<file path="src/rtl/spi_slave_responder.sv">
// SPI mode-0 responder: oversamples sck/mosi/ss_n in the wb_clk_i domain,
// deserialises MOSI MSB-first and serialises queued response words onto MISO.
module spi_slave_responder #(
    parameter int                DATA_W      = 8,
    parameter int                SYNC_STAGES = 2,
    parameter logic [DATA_W-1:0] DEFAULT_TX  = 8'hFF
) (
    input  logic              wb_clk_i,
    input  logic              wb_rst_i,
    input  logic              sck_i,
    input  logic              mosi_i,
    input  logic              ss_n_i,
    output logic              miso_o,
    output logic              miso_oe_o,
    input  logic [DATA_W-1:0] tx_data_i,
    input  logic              tx_valid_i,
    output logic              tx_ready_o,
    output logic [DATA_W-1:0] rx_data_o,
    output logic              rx_valid_o,
    output logic              tx_underrun_o,
    output logic              busy_o
);

    localparam int              CNT_W    = $clog2(DATA_W);
    localparam logic [CNT_W-1:0] LAST_BIT = CNT_W'(DATA_W - 1);

    typedef enum logic {IDLE, SEL} state_t;

    state_t                   state, state_next;
    logic [SYNC_STAGES-1:0]   sck_sync, mosi_sync, ss_n_sync;
    logic                     sck_d, ss_n_d;
    logic                     sck_s, mosi_s, ss_n_s;
    logic                     sck_rise, sck_fall, ss_rise, ss_fall;
    logic [DATA_W-1:0]        tx_shift, holding, load_word, rx_next;
    logic [DATA_W-2:0]        rx_shift;
    logic                     hold_full, reload_pend, tx_capture;
    logic [CNT_W-1:0]         bit_cnt;
    logic                     do_select, do_deselect, do_rx, do_load, do_shift;

    // NOTE: non-blocking (<=) in clocked blocks so every flop samples pre-edge values.
    always_ff @(posedge wb_clk_i) begin
        if (wb_rst_i) begin
            sck_sync  <= '0;
            mosi_sync <= '0;
            ss_n_sync <= '1;
            sck_d     <= 1'b0;
            ss_n_d    <= 1'b1;
        end else begin
            sck_sync  <= {sck_sync[SYNC_STAGES-2:0], sck_i};
            mosi_sync <= {mosi_sync[SYNC_STAGES-2:0], mosi_i};
            ss_n_sync <= {ss_n_sync[SYNC_STAGES-2:0], ss_n_i};
            sck_d     <= sck_sync[SYNC_STAGES-1];
            ss_n_d    <= ss_n_sync[SYNC_STAGES-1];
        end
    end

    assign sck_s    = sck_sync[SYNC_STAGES-1];
    assign mosi_s   = mosi_sync[SYNC_STAGES-1];
    assign ss_n_s   = ss_n_sync[SYNC_STAGES-1];
    assign sck_rise =  sck_s & ~sck_d;
    assign sck_fall = ~sck_s &  sck_d;
    assign ss_rise  =  ss_n_s & ~ss_n_d;
    assign ss_fall  = ~ss_n_s &  ss_n_d;

    always_ff @(posedge wb_clk_i) begin
        if (wb_rst_i) state <= IDLE;
        else          state <= state_next;
    end

    // NOTE: defaults first so no path leaves a signal unassigned (no latch).
    always_comb begin
        state_next  = state;
        do_select   = 1'b0;
        do_deselect = 1'b0;
        do_rx       = 1'b0;
        do_load     = 1'b0;
        do_shift    = 1'b0;
        case (state)
            IDLE: begin
                if (ss_fall) begin
                    state_next = SEL;
                    do_select  = 1'b1;
                    do_load    = 1'b1;
                end
            end
            SEL: begin
                // Deselect outranks any sck edge seen in the same cycle.
                if (ss_rise) begin
                    state_next  = IDLE;
                    do_deselect = 1'b1;
                end else if (sck_rise) begin
                    do_rx = 1'b1;
                end else if (sck_fall) begin
                    if (reload_pend)          do_load  = 1'b1;
                    else if (bit_cnt != '0)   do_shift = 1'b1;
                end
            end
            default: state_next = IDLE;
        endcase
    end

    assign tx_capture = tx_valid_i && !hold_full;
    assign load_word  = hold_full ? holding : DEFAULT_TX;
    assign rx_next    = {rx_shift, mosi_s};

    // NOTE: data registers are reset too, so outputs are defined right after reset.
    always_ff @(posedge wb_clk_i) begin
        if (wb_rst_i) begin
            tx_shift      <= '0;
            rx_shift      <= '0;
            holding       <= '0;
            hold_full     <= 1'b0;
            reload_pend   <= 1'b0;
            bit_cnt       <= '0;
            miso_oe_o     <= 1'b0;
            rx_data_o     <= '0;
            rx_valid_o    <= 1'b0;
            tx_underrun_o <= 1'b0;
        end else begin
            rx_valid_o    <= 1'b0;
            tx_underrun_o <= 1'b0;
            if (do_select) begin
                miso_oe_o   <= 1'b1;
                bit_cnt     <= '0;
                reload_pend <= 1'b0;
            end
            if (do_deselect) begin
                miso_oe_o   <= 1'b0;
                tx_shift    <= '0;
                bit_cnt     <= '0;
                reload_pend <= 1'b0;
            end
            if (do_rx) begin
                rx_shift <= rx_next[DATA_W-2:0];
                if (bit_cnt == LAST_BIT) begin
                    rx_data_o   <= rx_next;
                    rx_valid_o  <= 1'b1;
                    bit_cnt     <= '0;
                    reload_pend <= 1'b1;
                end else begin
                    bit_cnt <= bit_cnt + CNT_W'(1);
                end
            end
            if (do_load) begin
                tx_shift      <= load_word;
                reload_pend   <= 1'b0;
                tx_underrun_o <= !hold_full;
            end
            if (do_shift) tx_shift <= {tx_shift[DATA_W-2:0], 1'b0};
            // A word captured in a load cycle with holding empty waits for the next frame.
            if (tx_capture) begin
                holding   <= tx_data_i;
                hold_full <= 1'b1;
            end else if (do_load && hold_full) begin
                hold_full <= 1'b0;
            end
        end
    end

    assign miso_o     = tx_shift[DATA_W-1];
    assign tx_ready_o = !hold_full;
    assign busy_o     = (state == SEL);

endmodule

</file>
<file path="config.mk">
export PLATFORM = sky130hd
export DESIGN_NAME = spi_slave_responder
export DESIGN_NICKNAME = d
export VERILOG_FILES = /design/src/rtl/spi_slave_responder.sv
export SDC_FILE = /design/constraint.sdc
export NUM_CORES = 1
export LEC_CHECK = 0
export ABC_AREA = 1
export BUFFER_PORTS_ARGS = -buffer_cell sky130_fd_sc_hd__buf_2
export CORE_ASPECT_RATIO = 1.4
export CORE_UTILIZATION = 55
export DETAILED_ROUTE_END_ITERATION = 12
export MAX_ROUTING_LAYER = met4
export PLACE_DENSITY = 0.77
export SYNTH_ARGS = -nofsm -noshare
export SYNTH_HDL_FRONTEND = slang
export SYNTH_SLANG_ARGS = --single-unit
</file>
<file path="constraint.sdc">
create_clock -name wb_clk_i -period 2.2 [get_ports wb_clk_i]
set_clock_uncertainty 0.1 [all_clocks]
set_input_delay 0.22 -clock wb_clk_i [delete_from_list [all_inputs] [get_ports wb_clk_i]]
set_output_delay 0.22 -clock wb_clk_i [all_outputs]
set_load 0.03 [all_outputs]
</file>
==> results.txt, run 1 <==
----------------------------------------------------
[Synthesis]
  Multiplexer fraction of the synthesized cell area ... 0
  Fraction of registers with async set/reset ... 0
  Part of the Yosys area used for sequential elements ... 0.497
  Most frequent cell after synthesis ... nor2_1
  Post-synthesis instance area ... 0.00193 mm2
  Area fraction in compound gates after synthesis ... 0.112
  Flop and latch count out of synthesis ... 48
  Share of synthesized cell area in and, or, nand and nor gates ... 0.307
  Count of yosys warnings during synthesis ... 0
  Number of instances in the synthesized netlist ... 248
  Share of the synthesized netlist area taken by xor and xnor gates ... 0
  Synthesized area per cell ... 7.80 um2
  Synth area leaders ... dfxtp_1 50%, nor2_1 11%, nand2_1 6.8%, o21ai_0 6.2%, inv_1 4.5%
  Top cell type's share of synthesized area ... 0.497
  Most frequently used flop master after synthesis ... dfxtp_1
  Leading cell types by count after synthesis ... 57 x nor2_1, 48 x dfxtp_1, 35 x nand2_1
  Netlist cell types ... 26
  Combinational family with the most area after synthesis ... simple AND/OR/NAND/NOR gates
  Cell type with the highest aggregate area in the netlist ... dfxtp_1
  Fraction of the mapped netlist area in adder cells ... 0.0194
  Number of enable flip-flop cells after synthesis ... 0
  Mapped Nets ... 265

[GRT]
  Pin count of the biggest net entering global routing ... 18
  Met3 track utilization from global routing ... 0.0629
  GRT met1 Usage ... 0.232
  Grt met2 use ... 0.372
  Wire length of the first global-routing pass ... 5890 um
  All-layer global routing usage ... 0.221
  Busiest layer in global routing ... met2
  Number of antenna violations at the first check in global routing ... 0
  Total global routing overflow ... 0
  Vias in the first global route ... 1,433

[STA]
  Worst-Margin Slew ... 400 ps
  Final-report max-slew violation count ... 0
  TNS Setup ... 0 ps
  Minimum period implied by the final worst setup slack ... 1550 ps
  Worst hold margin ... 14.8 ps
  Worst Slack Setup Final ... 647 ps
  Tcrit/Tclk final ... 0.706
  Unrepaired setup endpoints after global routing ... false
  Final setup violation count ... 0
  Final hold violations ... 0
  Worst slew margin relative to its limit ... 0.733
  Timing-limited maximum frequency ... 644 MHz

[Cells and area]
  Net count, final ... 295
  Post-route cell area ... 0.00221 mm2
  Area growth, synth to finish ... 14.2%
  Number of filler cells placed in the layout ... 313
  Final Core Density ... 0.654
  Number of antenna cells inserted ... 0
  Area taken by flip-flops and latches ... 961 um2
  Area of the multi-input gates ... 847 um2
  Layout cell share with drive strength beyond 1 ... 0.201

[Floorplanning]
  Core Region ... 0.00338 mm2
  Die outline width ... 52.1 um
  Top Ports ... 28
  Die Height ... 72.2 um
  Effective utilization at floorplan ... 0.573
  Area of the die ... 0.00376 mm2
  Row cnt ... 25

[Route]
  Detailed-route via count ... 1,567
  Antenna violation net count after detailed routing ... 0
  Via density per instance ... 4.91
  DR DRC count ... 0
  First DRT Iteration DRCs ... 47
  First-pass detailed-route iteration total ... 4
  Average detailed-routed wire length per instance ... 11.1 um
  Total Routed Length ... 3550 um

[Critical path]
  Critical Path End Type ... register
  Worst reg2reg startpoint ... bit_cnt[0]
  Largest driver fanout on the critical path ... 7
  Worst R2R Setup Slack ... 650 ps
  Data arrival time of the critical path ... 1640 ps
  End of the worst register-to-register path ... tx_shift[4]
  Capture point of the worst path ... tx_shift[4]
  Data required time at the worst endpoint ... 2290 ps
  Reg2Reg Depth ... 8
  First element of the critical path ... bit_cnt[0]
  Kind of critical path ... register to register
  Kind of start point of the critical path ... register

[Clocking]
  Clock tree buffer depth ... 2
  Inserted Clock Buffers ... 5
  Clock-pin transition on the worst setup and hold timing paths ... 80 ps
  Worst skew pair latency ... 300 ps
  H-tree lvl count ... 2
  Clk root buf ... clkbuf_8
  Setup fix buffers added after clock tree synthesis ... 0
  Clock tree from TritonCTS ... done
  CTS Sinks ... 48

[Placement]
  Count of input and output buffers ... 27
  Global placement routability congestion ... 0.781
  Pre-CTS setup slack ... 653 ps
  Final HPWL from detailed placement ... 2500 um
  Area post-placement ... 0.00210 mm2

[Power and ir drop]
  Worst-case vdd ir drop ... 0.503 mV
  Standby leakage power ... 1.02 nW
  Power per standard cell area ... 729 mW/mm2

[Job]
  Max-capacitance violation count ... 0

[Outcome]
  Result of the run ... completed

[Hold path]
  Hold Path Class ... input pin to register

----------------------------------------------------
==> layer usage <==
layer  routed length [um]  vias up  part of all wire
met1                 1570      703              0.44
met5                    0        -                 0
met4                   65        0             0.018
li1                     -      834                 -
met3                  100        7             0.028
met2                 1820       23              0.51
==> critical path, stage by stage, from the launching register on <==
cell and delay, ps:
dfxtp_1 370, inv_1 70, ha_1 200, a21oi_1 180, nand3_2 180, nand2_4 160
nor2_1 50, nor2_1 90, nor2_1 40
==> cell type report <==
type,count,share of cell area
Multi-Input combinational cell,167,0.384
Inverter,27,0.0459
Sequential cell,48,0.435
Clock inverter,2,0.00623
Tap cell,40,0.0227
Clock buffer,6,0.0374
Timing Repair Buffer,29,0.0691
==> placed cells by master, fill, tap and decap left out, types with 5 or more instances in the layout <==
cell type | Yosys | routed
clkbuf_8 | 0 | 6
a21oi_1 | 17 | 17
nand3_1 | 6 | 6
buf_2 | 2 | 27
dfxtp_1 | 48 | 48
or2_2 | 5 | 5
nand3b_1 | 5 | 5
o21ai_0 | 24 | 24
nor2_1 | 57 | 57
nand2_1 | 35 | 35
inv_1 | 23 | 23
==> sequential cells by signal, indices dropped and copies added, names as in the netlist, 2 cells and up <==
signal,count
mosi_sync,2
rx_data_o,8
tx_shift,8
ss_n_sync,2
bit_cnt,3
sck_sync,2
rx_shift,7
holding,8
==> cell families (layout without fill, tap and decap cells) <==
group,Yosys count,count (layout)
adders and majority gates,3,3
DFF,48,48
AOI/OAI and AO/OA,43,43
and+or+nand+nor,121,121
buffers and inverters,33,64
==> metrics by stage <==
| step | cells | power (mW) |
|---|---|---|
| after CTS | 319 | 1.63 |
| after detailed placement | 310 | 1.08 |
| final | 319 | 1.61 |
| after floorplan | 248 | 1.04 |
| after global placement | 310 | 1.08 |
| after global routing | 319 | 1.69 |
==> how the worst min path moves through the flow <==
| stage | start | end | slack, ps | cells past startpoint |
|---|---|---|---|---|
| after floorplan | ss_n_i | ss_n_sync[0] | 220 | 1 |
| after global placement | sck_sync[0] | sck_sync[1] | 290 | 2 |
| after detailed placement | ss_n_sync[0] | ss_n_sync[1] | 300 | 1 |
| after CTS | sck_i | sck_sync[0] | 10 | 3 |
| after global routing | mosi_i | mosi_sync[0] | 10 | 3 |
| final | sck_i | sck_sync[0] | 10 | 3 |
==> power by group <==
part           internal, mW  switching, mW  total, mW  leakage, nW
clock                 0.257          0.291      0.548       0.0516
sequential            0.902         0.0190      0.921        0.392
combinational        0.0531         0.0884      0.141        0.578
total                  1.21          0.399       1.61         1.02
==> repair_timing <==
action	CTS	global route
hold endpoints to repair	1	0
resized for setup	0	0
hold buffers	1	0
No activity file was read; power rests on OpenSTA's default activity.
==> inputs of run 2 (changes only) <==
--- a/config.mk
+++ b/config.mk
@@ -5,7 +5,7 @@
 export SDC_FILE = /design/constraint.sdc
 export NUM_CORES = 1
 export LEC_CHECK = 0
-export ABC_AREA = 1
+export ABC_AREA = 0
 export BUFFER_PORTS_ARGS = -buffer_cell sky130_fd_sc_hd__buf_2
 export CORE_ASPECT_RATIO = 1.4
 export CORE_UTILIZATION = 55
==> constraint.sdc (replaced) <==
create_clock -name wb_clk_i -period 1.5 [get_ports wb_clk_i]
set_clock_uncertainty 0.1 [all_clocks]
set_input_delay 0.15 -clock wb_clk_i [delete_from_list [all_inputs] [get_ports wb_clk_i]]
set_output_delay 0.15 -clock wb_clk_i [all_outputs]
set_load 0.03 [all_outputs]
==> run 2 against run 1 <==
- the run now ends with negative setup slack left
- area after synthesis shrank 0.32%
- via count grew 19%
- critical path depth shrank 2
- non-clock buffer count grew 38
- register-to-register slack lost 850 ps
- utilization grew 17 points
- flip-flop and latch count is the same
- design area grew 25%
- clock-buffer cell count shrank 1
- routed wire length grew 48%
- first-iteration DRC count grew 2.1%
- critical endpoint is now tx_shift[0]
==> results.txt, run 2 <==
----------------------------------------------------
[Synthesis]
  Cell type with the highest aggregate area in the netlist ... dfxtp_1
  Most frequent cell after synthesis ... nand2_1
  Number of instances in the synthesized netlist ... 227
  Netlist cell types ... 37
  Flop and latch count out of synthesis ... 48
  Leading cell types by count after synthesis ... 49 x nand2_1, 48 x dfxtp_1, 30 x a21oi_1
  Synthesized area per cell ... 8.49 um2
  Fraction of registers with async set/reset ... 0
  Post-synthesis instance area ... 0.00193 mm2
  Synth area leaders ... dfxtp_1 50%, nand2_1 9.5%, a21oi_1 7.8%, nand3_1 3.6%, a211oi_2 3.2%
  Number of enable flip-flop cells after synthesis ... 0
  Most frequently used flop master after synthesis ... dfxtp_1
  Part of the Yosys area used for sequential elements ... 0.498
  Mapped Nets ... 244
  Top cell type's share of synthesized area ... 0.498
  Count of yosys warnings during synthesis ... 0

[Clocking]
  Clock tree from TritonCTS ... done
  CTS Sinks ... 48
  Clock tree buffer depth ... 2
  Inserted Clock Buffers ... 5
  Clk root buf ... clkbuf_8
  H-tree lvl count ... 2
  Worst skew pair latency ... 310 ps
  Clock-pin transition on the worst setup and hold timing paths ... 90 ps

[Critical path]
  Largest driver fanout on the critical path ... 5
  Reg2Reg Depth ... 6
  Data required time at the worst endpoint ... 1600 ps
  End of the worst register-to-register path ... tx_shift[0]
  Data arrival time of the critical path ... 1810 ps
  Critical Path End Type ... register
  Kind of start point of the critical path ... register
  Kind of critical path ... register to register
  Worst R2R Setup Slack ... -200 ps
  Worst reg2reg startpoint ... bit_cnt[0]

[Route]
  Via density per instance ... 5.64
  Antenna violation net count after detailed routing ... 0
  Highest metal layer used by the detailed router ... met4
  Total Routed Length ... 5250 um
  Detailed route wirelength on metal3 ... 166 um
  Average detailed-routed wire length per instance ... 15.9 um
  First DRT Iteration DRCs ... 48
  DR DRC count ... 0
  Met2 wire length ... 2930 um
  M1 WL ... 1910 um
  First-pass detailed-route iteration total ... 4
  Detailed-route via count ... 1,868

[Job]
  Max-capacitance violation count ... 0

[Power and ir drop]
  Part of the total power dissipated in combinational logic ... 0.104
  Power per standard cell area ... 926 mW/mm2
  Net switching power ... 627 uW
  Sw frac ... 0.245
  Total internal power ... 1.93 mW
  Clock share of power ... 0.372
  Standby leakage power ... 1.08 nW
  Sequential power share ... 0.523
  Worst-case vdd ir drop ... 1.04 mV

[STA]
  Worst-Margin Slew ... 358 ps
  Worst Slack Setup Final ... -205 ps
  TNS Setup ... -2740 ps
  Worst slew margin relative to its limit ... 0.762
  Final setup violation count ... 19
  Timing-limited maximum frequency ... 587 MHz
  Worst hold margin ... 100 ps
  Final-report max-slew violation count ... 0
  Tcrit/Tclk final ... 1.14
  Minimum period implied by the final worst setup slack ... 1700 ps
  Unrepaired setup endpoints after global routing ... true
  Final hold violations ... 0

[Placement]
  Area post-placement ... 0.00225 mm2
  Pre-CTS setup slack ... -274 ps
  Global placement routability congestion ... 0.859
  Final HPWL from detailed placement ... 3010 um
  Count of input and output buffers ... 27
  Cell Count Post-Placement ... 305

[Outcome]
  Violated checks ... negative setup slack
  Result of the run ... complete, but fails checks

[Floorplanning]
  Top Ports ... 28
  Row cnt ... 25
  Die Height ... 72.1 um
  Core Region ... 0.00335 mm2
  Area of the die ... 0.00375 mm2
  Effective utilization at floorplan ... 0.576
  Die outline width ... 52.0 um

[GRT]
  Total global routing overflow ... 0
  Number of antenna violations at the first check in global routing ... 0
  Pin count of the biggest net entering global routing ... 29
  Wire length of the first global-routing pass ... 7330 um
  Vias in the first global route ... 1,774
  All-layer global routing usage ... 0.273

[Cells and area]
  Layout cell share with drive strength beyond 1 ... 0.416
  Net count, final ... 307
  Commonest cells after routing, fill and taps aside ... 40 x nand2_1, 40 x dfxtp_1, 27 x buf_2
  Area growth, synth to finish ... 43.4%
  Largest regs ... holding x8, rx_data_o x8, tx_shift x8
  Number of antenna cells inserted ... 0
  Post-route cell area ... 0.00277 mm2
  Final instance count without filler cells ... 331
  Number of filler cells placed in the layout ... 177

[Hold path]
  Worst min-delay path endpoint ... ss_n_d
  Number of cells on the worst hold path ... 3
  Worst Min Path Start ... wb_rst_i
  Hold Path Class ... input pin to register

----------------------------------------------------
[run 2: changes by cell type in the layout (fill, tap and decap cells not counted), moves of 8 or more]
cell | previous run | this run
nor2b_1 | 0 | 8
dfxtp_1 | 48 | 40
o21ai_0 | 24 | 2
dlygate4sd3_1 | 1 | 11
buf_4 | 1 | 26
a21oi_2 | 0 | 10
nor2_1 | 57 | 6
inv_1 | 23 | 6
[run 2: critical path, cell delays in order (launching register included)]
cell and delay [ps]:
dfxtp_4 380, inv_2 40, ha_2 170, nor2b_4 130
or4_4 450, o211a_1 130, a32o_1 200
[run 2: cell type report]
cell class | instances | area, um2 | share of cell area
multi-input cells | 159 | 1080 | 0.391
flip-flops and latches | 48 | 978 | 0.354
repair buffers | 67 | 505 | 0.183
clock buffers | 5 | 68.8 | 0.0249
well taps | 40 | 50.0 | 0.0181
clock inverters | 3 | 46.3 | 0.0167
inverters | 9 | 33.8 | 0.0122
[run 2: worst max path at each step]
stage,slack [ps],cells past startpoint,endpoint,startpoint
2_1_floorplan,-270,7,tx_shift[0],bit_cnt[0]
3_3_place_gp,-230,6,tx_shift[0],bit_cnt[0]
3_5_place_dp,-270,6,tx_shift[0],bit_cnt[0]
4_1_cts,-170,6,tx_shift[0],bit_cnt[0]
5_1_grt,-230,6,tx_shift[5],bit_cnt[0]
6_report,-200,6,tx_shift[0],bit_cnt[0]
[run 2: cells by family after synthesis]
| group | count (synthesis) | share of synthesized area |
|---|---|---|
| AO/OA/AOI/OAI | 54 | 0.175 |
| buffers and inverters | 21 | 0.0493 |
| flip-flops | 48 | 0.498 |
| AND/OR/NAND/NOR | 101 | 0.258 |
| adder cells (fa/ha/maj) | 3 | 0.0195 |
[run 2: power groups by stage]
stage               Combinational [mW]  Sequential [mW]  Clock (mW)
floorplan                        0.127             1.38           0
global placement                 0.217             1.37           0
detailed placement               0.220             1.37           0
CTS                              0.248             1.34       0.970
global route                     0.287             1.34        1.02
finish                           0.267             1.34       0.953
[run 2: metrics by stage]
stage / util / total power [mW]
4_1_cts: 0.762 / 2.56
3_3_place_gp: 0.673 / 1.58
6_report: 0.826 / 2.56
5_1_grt: 0.826 / 2.66
3_5_place_dp: 0.673 / 1.59
2_1_floorplan: - / 1.51
[run 2: metal layers]
layer,track usage,vias up
met5,-,-
met4,0.162,0
met3,0.0608,21
met2,0.462,60
met1,0.279,890
li1,-,897
[run 2: repair_timing]
item                       4_1_cts  5_1_grt
hold endpoints to repair        11        0
buffers inserted                 3        2
setup endpoints to repair       29       26
cloned                           1        1
hold buffers                    11        0
gates resized for setup          9       46
pin swaps                        5       22
==> inputs of run 3 (changes only) <==
--- a/config.mk
+++ b/config.mk
@@ -6,7 +6,7 @@
 export NUM_CORES = 1
 export LEC_CHECK = 0
 export ABC_AREA = 0
-export BUFFER_PORTS_ARGS = -buffer_cell sky130_fd_sc_hd__buf_2
+export BUFFER_PORTS_ARGS = -buffer_cell sky130_fd_sc_hd__buf_4
 export CORE_ASPECT_RATIO = 1.4
 export CORE_UTILIZATION = 55
 export DETAILED_ROUTE_END_ITERATION = 12
==> run 3 against run 2 <==
- the flow still finishes with violations (negative setup slack)
- via count fell by 1.5%
- die area did not move
- clock power fell by 22%
- highest routed layer unchanged
- flip-flop and latch count did not move
- critical path depth fell by 2
- utilization fell by 2.2 points
- register-to-register slack barely moved
- design area fell by 2.7%
- clock-buffer cell count did not move
==> results.txt, run 3 (synthesized netlist as in run 2, its figures left out) <==
----------------------------------------------------
[Floorplanning]
  Row cnt ... 25
  Effective utilization at floorplan ... 0.576
  Die outline width ... 52.0 um
  Core Region ... 0.00335 mm2
  Top Ports ... 28
  Area of the die ... 0.00375 mm2
  Die Height ... 72.1 um

[STA]
  Worst Slack Setup Final ... -203 ps
  Worst-Margin Slew ... 428 ps
  Worst slew margin relative to its limit ... 0.714
  Unrepaired setup endpoints after global routing ... true
  Final-report max-slew violation count ... 0
  Minimum period implied by the final worst setup slack ... 1700 ps
  Final setup violation count ... 21
  Final hold violations ... 0
  Timing-limited maximum frequency ... 587 MHz
  Tcrit/Tclk final ... 1.14

[Clocking]
  Clk root buf ... clkbuf_8
  Inserted Clock Buffers ... 5
  Clock-pin transition on the worst setup and hold timing paths ... 90 ps
  Worst skew pair latency ... 300 ps
  H-tree lvl count ... 2
  Clock tree from TritonCTS ... done
  CTS Sinks ... 48
  Clock tree buffer depth ... 2

[Cells and area]
  Number of antenna cells inserted ... 0
  Post-route cell area ... 0.00269 mm2
  Area growth, synth to finish ... 39.5%
  Layout cell share with drive strength beyond 1 ... 0.357
  Final instance count without filler cells ... 331
  Most common cell after layout, fill and taps aside ... buf_4
  Commonest cells after routing, fill and taps aside ... 55 x buf_4, 47 x nand2_1, 41 x dfxtp_1
  Net count, final ... 308
  Largest regs ... holding x8, rx_data_o x8, tx_shift x8
  Final Core Density ... 0.804

[Critical path]
  Data arrival time of the critical path ... 1810 ps
  Kind of critical path ... register to register
  Data required time at the worst endpoint ... 1600 ps
  Critical Path End Type ... register
  Kind of start point of the critical path ... register
  Largest driver fanout on the critical path ... 5

[Route]
  DR DRC count ... 0
  Total Routed Length ... 5050 um
  First-pass detailed-route iteration total ... 4
  Average detailed-routed wire length per instance ... 15.2 um
  Via density per instance ... 5.56
  Antenna violation net count after detailed routing ... 0
  Detailed-route via count ... 1,840
  First DRT Iteration DRCs ... 42

[GRT]
  Busiest layer in global routing ... met2
  Total global routing overflow ... 0
  Wire length of the first global-routing pass ... 7510 um
  Grt met2 use ... 0.496
  Pin count of the biggest net entering global routing ... 20
  Number of antenna violations at the first check in global routing ... 0
  All-layer global routing usage ... 0.283
  Vias in the first global route ... 1,730
  GRT met1 Usage ... 0.274
  Met3 track utilization from global routing ... 0.0650

[Power and ir drop]
  Worst-case vdd ir drop ... 1.01 mV
  Standby leakage power ... 1.09 nW
  Power per standard cell area ... 884 mW/mm2

[Placement]
  Global placement routability congestion ... 0.835
  Cell Count Post-Placement ... 306
  Final HPWL from detailed placement ... 2970 um
  Area post-placement ... 0.00233 mm2
  Pre-CTS setup slack ... -267 ps
  Count of input and output buffers ... 27

[Job]
  Max-capacitance violation count ... 0

[Hold path]
  Hold Path Class ... input pin to register

[Outcome]
  Result of the run ... complete, but fails checks
  Violated checks ... negative setup slack

----------------------------------------------------
==> run 3: changes by cell type in the layout (fill, tap and decap cells not counted), sizes merged <==
cell         previous run  this run
buf                    55        58
clkbuf                  6         5
clkinvlp                1         0
dlygate4sd3            11        10
bufinv                  1         0
clkinv                  1         2
==> run 3: power breakdown <==
| group | internal [mW] | switching [mW] |
|---|---|---|
| registers | 1.32 | 0.0244 |
| clock network | 0.318 | 0.427 |
| logic | 0.142 | 0.152 |
==> run 3: stage by stage <==
stage               setup TNS [ps]  hold slack [ps]  total power [mW]
finish                       -2960             2.05              2.38
global route                 -4260             7.93              2.47
CTS                          -2480            0.763              2.35
detailed placement           -4230              238              1.60
global placement             -3780              238              1.60
floorplan                    -3620              154              1.51
==> run 3: path summary, 6_finish.rpt <==
| path | cells past startpoint | slack (ps) | from | end |
|---|---|---|---|---|
| max | 4 | -200 | sck_sync[1] | tx_shift[0] |
| min | 3 | 2 | tx_data_i[2] | holding[2] |
| max reg2reg | 4 | -200 | sck_sync[1] | tx_shift[0] |
| min reg2reg | 1 | 330 | ss_n_sync[0] | ss_n_sync[1] |
==> run 3: what timing repair did <==
| action | 4_1_cts | 5_1_grt |
|---|---|---|
| hold buffers | 10 | 0 |
| setup endpoints to repair | 29 | 26 |
| pin swaps | 3 | 7 |
| buffers inserted | 4 | 3 |
| endpoints found under the hold margin | 10 | 0 |
| gates cloned | 1 | 0 |
| gates resized for setup | 12 | 15 |
==> run 3: critical path, stage by stage (launching register included) <==
cell and delay, ps:
dfxtp_2 350, nand3b_1 240, or4_4 590, o211a_1 130, a32o_1 190
==> run 3: final cells by class <==
class	instances	area [um2]
inverter	9	33.8
fill	191	657
multi-input combinational	159	998
clock inverter	2	11.3
sequential	48	972
timing repair buffer	68	556
tap	40	50.0
clock buffer	5	68.8
==> run 3: layer usage <==
metal | vias to the layer above | share of wire | wire (um)
li1 | 896 | - | -
met1 | 878 | 0.39 | 1940
met2 | 46 | 0.54 | 2720
met3 | 20 | 0.032 | 162
met4 | 0 | 0.045 | 225
met5 | - | 0 | 0
